[src/rtl/vram_display_reader.sv]
// vram_display_reader: 640x480@60 VGA scan of a 320x240 RGB444 frame buffer, each stored pixel shown as 2x2.
// Optional `define TEST_PATTERN_EN adds test_pattern_i, which swaps VRAM data for 8 vertical colour bars.
module vram_display_reader #(
  parameter int ADDR_WIDTH = $clog2(76800),
  parameter int DATA_WIDTH = 12,
  parameter int CLK_DIV = 4,
  parameter int FB_WIDTH = 320,
  parameter int FB_HEIGHT = 240
) (
  input  logic clk_i,
  input  logic reset_n_i,
`ifdef TEST_PATTERN_EN
  input  logic test_pattern_i,
`endif
  output logic [ADDR_WIDTH-1:0] pixel_read_address_o,
  input  logic [DATA_WIDTH-1:0] pixel_data_i,
  output logic hsync_o,
  output logic vsync_o,
  output logic [3:0] red_o,
  output logic [3:0] green_o,
  output logic [3:0] blue_o,
  output logic video_active_o,
  output logic frame_start_o
);
  localparam int DW = $clog2(CLK_DIV);
  logic [DW-1:0] div_q, div_d;
  logic [9:0] h_q, h_d, v_q, v_d;
  logic [ADDR_WIDTH-1:0] addr_q, addr_d, row, prod;
  logic tick, active, h_end, v_end;
  logic t1_q, t1_d, t2_q, t2_d;
  logic act_q, act_d, hs_q, hs_d, vs_q, vs_d, fs_q, fs_d;
  logic [11:0] pix, rgb_q, rgb_d;
  logic hsync_q, hsync_d, vsync_q, vsync_d, video_q, video_d, frame_q, frame_d;
`ifdef TEST_PATTERN_EN
  logic [2:0] bar_q, bar_d;
`endif
  always_comb begin
    tick = div_q == DW'(CLK_DIV - 1);
    div_d = tick ? '0 : div_q + 1'b1;
    h_end = h_q == 10'd799;
    v_end = v_q == 10'd524;
    h_d = tick ? (h_end ? '0 : h_q + 10'd1) : h_q;
    v_d = (tick && h_end) ? (v_end ? '0 : v_q + 10'd1) : v_q;
    active = h_q < 10'(2 * FB_WIDTH) && v_q < 10'(2 * FB_HEIGHT);
    row = ADDR_WIDTH'(v_q[9:1]);
    prod = '0;
    // constant shift-add multiply by FB_WIDTH, so no hardware multiplier is inferred
    for (int i = 0; i < ADDR_WIDTH; i++) prod = FB_WIDTH[i] ? prod + (row << i) : prod;
    addr_d = (tick && active) ? prod + ADDR_WIDTH'(h_q[9:1]) : addr_q;
    t1_d = tick;
    t2_d = t1_q;
    act_d = tick ? active : act_q;
    hs_d = tick ? !(h_q >= 10'd656 && h_q <= 10'd751) : hs_q;
    vs_d = tick ? !(v_q >= 10'd490 && v_q <= 10'd491) : vs_q;
    fs_d = tick ? (h_q == '0 && v_q == '0) : fs_q;
`ifdef TEST_PATTERN_EN
    bar_d = tick ? 3'(h_q / 10'd80) : bar_q;
    pix = test_pattern_i ? {{4{bar_q[2]}}, {4{bar_q[1]}}, {4{bar_q[0]}}} : pixel_data_i[11:0];
`else
    pix = pixel_data_i[11:0];
`endif
    // stage-0 flags are stable until the next tick (CLK_DIV >= 3), so stage 2 reads them directly
    rgb_d = t2_q ? (act_q ? pix : 12'h000) : rgb_q;
    hsync_d = t2_q ? hs_q : hsync_q;
    vsync_d = t2_q ? vs_q : vsync_q;
    video_d = t2_q ? act_q : video_q;
    frame_d = t2_q && fs_q;
  end
  always_ff @(posedge clk_i) begin
    if (!reset_n_i) begin
      div_q <= '0;
      h_q <= '0;
      v_q <= '0;
      addr_q <= '0;
      t1_q <= 1'b0;
      t2_q <= 1'b0;
      act_q <= 1'b0;
      hs_q <= 1'b1;
      vs_q <= 1'b1;
      fs_q <= 1'b0;
      rgb_q <= '0;
      hsync_q <= 1'b1;
      vsync_q <= 1'b1;
      video_q <= 1'b0;
      frame_q <= 1'b0;
`ifdef TEST_PATTERN_EN
      bar_q <= '0;
`endif
    end else begin
      div_q <= div_d;
      h_q <= h_d;
      v_q <= v_d;
      addr_q <= addr_d;
      t1_q <= t1_d;
      t2_q <= t2_d;
      act_q <= act_d;
      hs_q <= hs_d;
      vs_q <= vs_d;
      fs_q <= fs_d;
      rgb_q <= rgb_d;
      hsync_q <= hsync_d;
      vsync_q <= vsync_d;
      video_q <= video_d;
      frame_q <= frame_d;
`ifdef TEST_PATTERN_EN
      bar_q <= bar_d;
`endif
    end
  end
  assign pixel_read_address_o = addr_q;
  assign hsync_o = hsync_q;
  assign vsync_o = vsync_q;
  assign red_o = rgb_q[11:8];
  assign green_o = rgb_q[7:4];
  assign blue_o = rgb_q[3:0];
  assign video_active_o = video_q;
  assign frame_start_o = frame_q;
endmodule
[config.mk]
export PLATFORM = sky130hd
export DESIGN_NAME = vram_display_reader
export DESIGN_NICKNAME = d
export VERILOG_FILES = /design/src/rtl/vram_display_reader.sv
export SDC_FILE = /design/constraint.sdc
export NUM_CORES = 1
export LEC_CHECK = 0
export CAP_MARGIN = 0
export CORE_MARGIN = 4
export CORE_UTILIZATION = 40
export CTS_CLUSTER_SIZE = 40
export DETAILED_ROUTE_END_ITERATION = 6
export GPL_TIMING_DRIVEN = 0
export PLACE_DENSITY = 0.7
export SYNTH_ARGS = -nofsm -noshare
export SYNTH_HDL_FRONTEND = slang
export SYNTH_SLANG_ARGS = --single-unit
[constraint.sdc]
create_clock -name clk_i -period 2.3 [get_ports clk_i]
set_clock_uncertainty 0.15 [all_clocks]
set_input_delay 0.345 -clock clk_i [delete_from_list [all_inputs] [get_ports clk_i]]
set_output_delay 0.345 -clock clk_i [all_outputs]
set_load 0.02 [all_outputs]
=== Word level (Yosys, flattened, before mapping) ===
Index checks and enable logic that the tools add are counted.

* Input port bits: 14
* Logic and storage cells: 45
* Register bits: 61

* Bitwise gates (word level): 1
* $lt $le $gt $ge: 6
* Equality and inequality tests: 3
* Multiplexer cells: 3
* Reductions and logical operators: 12
* $add $sub $neg: 5

{| class="wikitable"
|+ Operator list
! cell !! number
|-
| $add A10 B1 Y10 const B || 2
|-
| $eq A10 B10 Y1 const B || 2
|-
| $logic_not A10 Y1 || 2
|-
| $mux W10 || 2
|-
| $add A15 B17 Y17 || 1
|-
| $add A17 B9 Y17 || 1
|-
| $mux W12 || 1
|-
| $ge A10 B10 Y1 const B || 1
|-
| $ge A10 B9 Y1 const B || 1
|-
| $le A10 B10 Y1 const B || 1
|-
| $le A10 B9 Y1 const B || 1
|-
| $lt A10 B10 Y1 const B || 1
|-
| $lt A10 B9 Y1 const B || 1
|-
| $logic_and A1 B1 Y1 || 7
|-
| $add A2 B1 Y2 const B || 1
|-
| $eq A2 B2 Y1 const B || 1
|-
| $logic_not A1 Y1 || 2
|-
| $reduce_or A2 Y1 || 1
|-
| $not A1 Y1 || 1
|}

=== Longest topological paths before layout ===
* Depth after elaboration: 3
* Depth in mapped cells: 8
* Mapped depth without buffers: 8

=== Worst setup path before layout ===
Ideal clock, no wire load.

* Path kind: reg-to-reg
* Start: register h_q[9]
* End: register addr_q[16], in the netlist pixel_read_address_o[16]
* Stages on the path, launching flop included: 9
* Buffers on the path: 0
* Setup slack: -196 ps
* Data arrival time: 2,251 ps
* Library setup time: 95 ps
* Cell sequence: dfxtp_1 inv_1 fa_1 inv_1 ha_1 a211o_1 a211oi_1 or3b_2 a221oi_1

* Longest elaborated chain between the ends: 3

{| class="wikitable"
|+ RTL lines
! item !! line !! source
|-
| start: declaration || 27 || <nowiki>logic [9:0] h_q, h_d, v_q, v_d;</nowiki>
|-
| start signal: assignment || 72 || <nowiki>h_q <= '0;</nowiki>
|-
| start signal: assignment || 91 || <nowiki>h_q <= h_d;</nowiki>
|-
| branches (longest 3 deep; another with $add A17 B9 Y17) || -- ||
|-
| end signal: assignment || 93 || <nowiki>addr_q <= addr_d;</nowiki>
|-
| end: declaration || 28 || <nowiki>logic [ADDR_WIDTH-1:0] addr_q, addr_d, row, prod;</nowiki>
|}

Several ways; the timed one is not identified.
A chain may end at the register's enable or synchronous reset.

=== Final worst setup path ===
* Start: register v_q[3]
* End: register addr_q[13], in the netlist pixel_read_address_o[13]

* Longest elaborated chain between the ends: 3

{| class="wikitable"
|+ RTL lines
! item !! line !! source
|-
| start: declaration || 27 ||
|-
| start signal: assignment || 92 || <nowiki>v_q <= v_d;</nowiki>
|-
| branches (longest 3 deep; another with $add A15 B17 Y17) || -- ||
|}

Several ways; the timed one is not identified.

==> impl_metrics.tcl <==
set metrics [dict create \
    start_util_pct 41.3 \
    synthesis.nets 383 \
    crit_family "adder cells" \
    layout-drive-gt1-share_pct 16.9 \
    dr.first_iter.drc_count 179 \
    fin_crit_sh_pct 104 \
    routedLengthMet1_mm 3.50 \
    dieArea_um2 8970 \
    htree_levels 3 \
    synth_ff_type "dfxtp_1" \
    grt-ovfl-total 0 \
    die_w_um 94.7 \
    numPortBuffers 45 \
    synth_edf_count 0 \
    finalSetupViolCount 4 \
    std_cell_rows 31 \
    dr.pass1.iters 4 \
    ff_latch_area_um2 1250 \
    clk_pin_slew_ps 80 \
    wl_met2_mm 3.70 \
    arrival_ps 2490 \
    hold_violations 0 \
    clk_latency_ps 340 \
    utilization_pct 54.9 \
    worstSetupStartpointType "register" \
    multi_input_area_um2 1750 \
    worst_pin_slew_ps 556 \
    vias_per_cell 5.45 \
    async_reset_ff_share_pct 0 \
    cp_common_cell "fa_2" \
    endpoint_kind "register" \
    synth_area_um2 3010 \
    setup_slack_ps -86.2 \
    final_common_cell "dfxtp_1" \
    coreArea_um2 7290 \
    ys_warn_count 0 \
    cp_cell_sequence "inv_2, fa_2, buf_4, fa_2, nor2b_4, o31ai_4, a2111o_1, o211ai_1" \
    ctsLongestPathBuffers 2 \
    ys_seq_area_share_pct 40.6 \
    dr_total_vias 2799 \
    worstPathRequired_ps 2400 \
    power.total_w 0.00211 \
    ios 47 \
    wire_per_inst_um 15.3 \
    cts_tree "done" \
    violations "setup timing" \
    syn_inst 345 \
    run_status "finished, violations left" \
    layoutNonFillerInstCount 514 \
    route.detailed.drc 0 \
    cts-root-buf "clkbuf_8" \
    numClockSinks 61 \
    ant_nets 0 \
    post_synth.cell_area_avg_um2 8.72 \
    hpwl_mm 5.56 \
    cts-hold-fix-buffers 0 \
    synth.ff_latch_count 61 \
    period_minus_slack_ps 2390 \
    synthToLayoutAreaGrowth_pct 33.1 \
    antennaDiodeCount 0 \
    synth_cell_types 50 \
    path_max_fanout 4 \
    cp.buffers_inverters 2 \
    slew_viol_final 0 \
    routed.top_layer "met4" \
    final_cell_mix "dfxtp_1, clkdlybuf4s50_1, nor2_1, nand2_1, a21oi_1" \
    place.gp.congestion 0.854 \
    worst-setup-path-type "register to register" \
    critPathSlowestCell "fa_2" \
    max_cap_viol_count 0 \
    dp_worst_setup_slack_ps -287 \
    grt_max_degree 13 \
    fillers 695 \
    grt_pass1_vias 2548 \
    timing.slew.headroom_pct 63.0 \
    worst_path_largest_cell_delay_ps 480 \
    rsz0062_at_grt "true" \
    die_h_um 94.7 \
    power_density_nw_per_um2 528 \
    grt_pass1_wl_mm 12.3 \
    grt_usage_pct 17.7 \
    vdd_ir_drop_max_mv 0.265 \
    hold_slack_ps 153 \
    cts_buffers 9 \
    fmaxAchievable_mhz 419 \
    power_leakage_nw 1.42 \
    drt-total-wl_mm 7.84 \
    hold_class "input port to register" \
    antenna_found_initial 0 \
    dp.cells 489 \
    nNetsFinal 448 \
    met3WireLength_um 566 \
]
per-layer routing:
| metal | GRT usage [%] | vias up |
|---|---|---|
| li1 | - | 1371 |
| met4 | 7.09 | 0 |
| met5 | 0 | - |
| met1 | 23.4 | 1326 |
| met2 | 28.0 | 97 |
| met3 | 3.82 | 5 |
state kept, by name (all words and copies together) (netlist names):
| register | cells |
|---|---|
| act_q | 1 |
| div_q | 2 |
| frame_start_o | 1 |
| fs_q | 1 |
| h_q | 10 |
| hs_q | 1 |
| hsync_o | 1 |
| pixel_read_address_o | 17 |
| rgb_q | 12 |
| t1_q | 1 |
| t2_q | 1 |
| v_q | 10 |
| video_active_o | 1 |
| vs_q | 1 |
| vsync_o | 1 |
Yosys cell counts, types with 6 or more instances:
library cell	n	area [µm²]
xnor2_1	8	70.1
nor2_1	36	135
a22oi_1	13	97.6
nand2_1	36	135
nand2b_1	6	37.5
a21oi_1	23	115
clkbuf_1	10	37.5
inv_1	20	75.1
nor3_1	6	30.0
dfxtp_1	61	1220
o21ai_0	8	40.0
ha_1	22	275
nand3_1	17	85.1
worst paths after layout:
path                                    to  slack (ps)  startpoint  cells past startpoint
hold reg to reg                       t2_q         270        t1_q                      1
setup / recovery  pixel_read_address_o[13]         -90      v_q[3]                      8
setup reg to reg  pixel_read_address_o[13]         -90      v_q[3]                      8
hold / removal                        t1_q         150   reset_n_i                      3
cell type report:
cell class	instances	share of cell area [%]
tap	99	3.09
multi-input combinational	249	43.8
clock buffer	9	3.09
clock inverter	7	1.84
buffer	13	1.84
timing repair buffer	55	13.1
inverter	21	2.09
sequential	61	31.2
timing repair:
item / 4_1_cts / 5_1_grt
pin swaps: 8 / 9
endpoints found under the setup margin: 13 / 11
endpoints found under the hold margin: 0 / 0
resized for setup: 22 / 18
setup buffers: 3 / 7
per-stage QoR:
| step | TNS [ps] | area, µm² |
|---|---|---|
| floorplan | -92.6 | 3030 |
| global placement | -1230 | 3600 |
| detailed placement | -1300 | 3600 |
| CTS | -270 | 3890 |
| global route | -716 | 4000 |
| finish | -281 | 4000 |
cell families after synthesis:
family | after synthesis | synth area share (%)
AND/OR/NAND/NOR | 137 | 23.0
AO/OA/AOI/OAI | 73 | 16.0
flip-flops | 61 | 40.6
buffers and inverters | 35 | 5.45
adder cells (fa/ha/maj) | 24 | 10.5
XOR/XNOR | 12 | 3.49
multiplexers | 3 | 0.998
worst reg2reg max path: stages, from the launching register on:
cell and delay (ps):
dfxtp_4 370, inv_2 40, fa_2 480, buf_4 160
fa_2 370, nor2b_4 180, o31ai_4 90, a2111o_1 380
o211ai_1 90
power by group:
| group | internal (W) | total (W) | switching [W] |
|---|---|---|---|
| logic | 0.0000436 | 0.000108 | 0.0000644 |
| registers | 0.00106 | 0.00107 | 0.00000622 |
| clock network | 0.000503 | 0.000936 | 0.000433 |
Power figures use the tool's default switching activity.
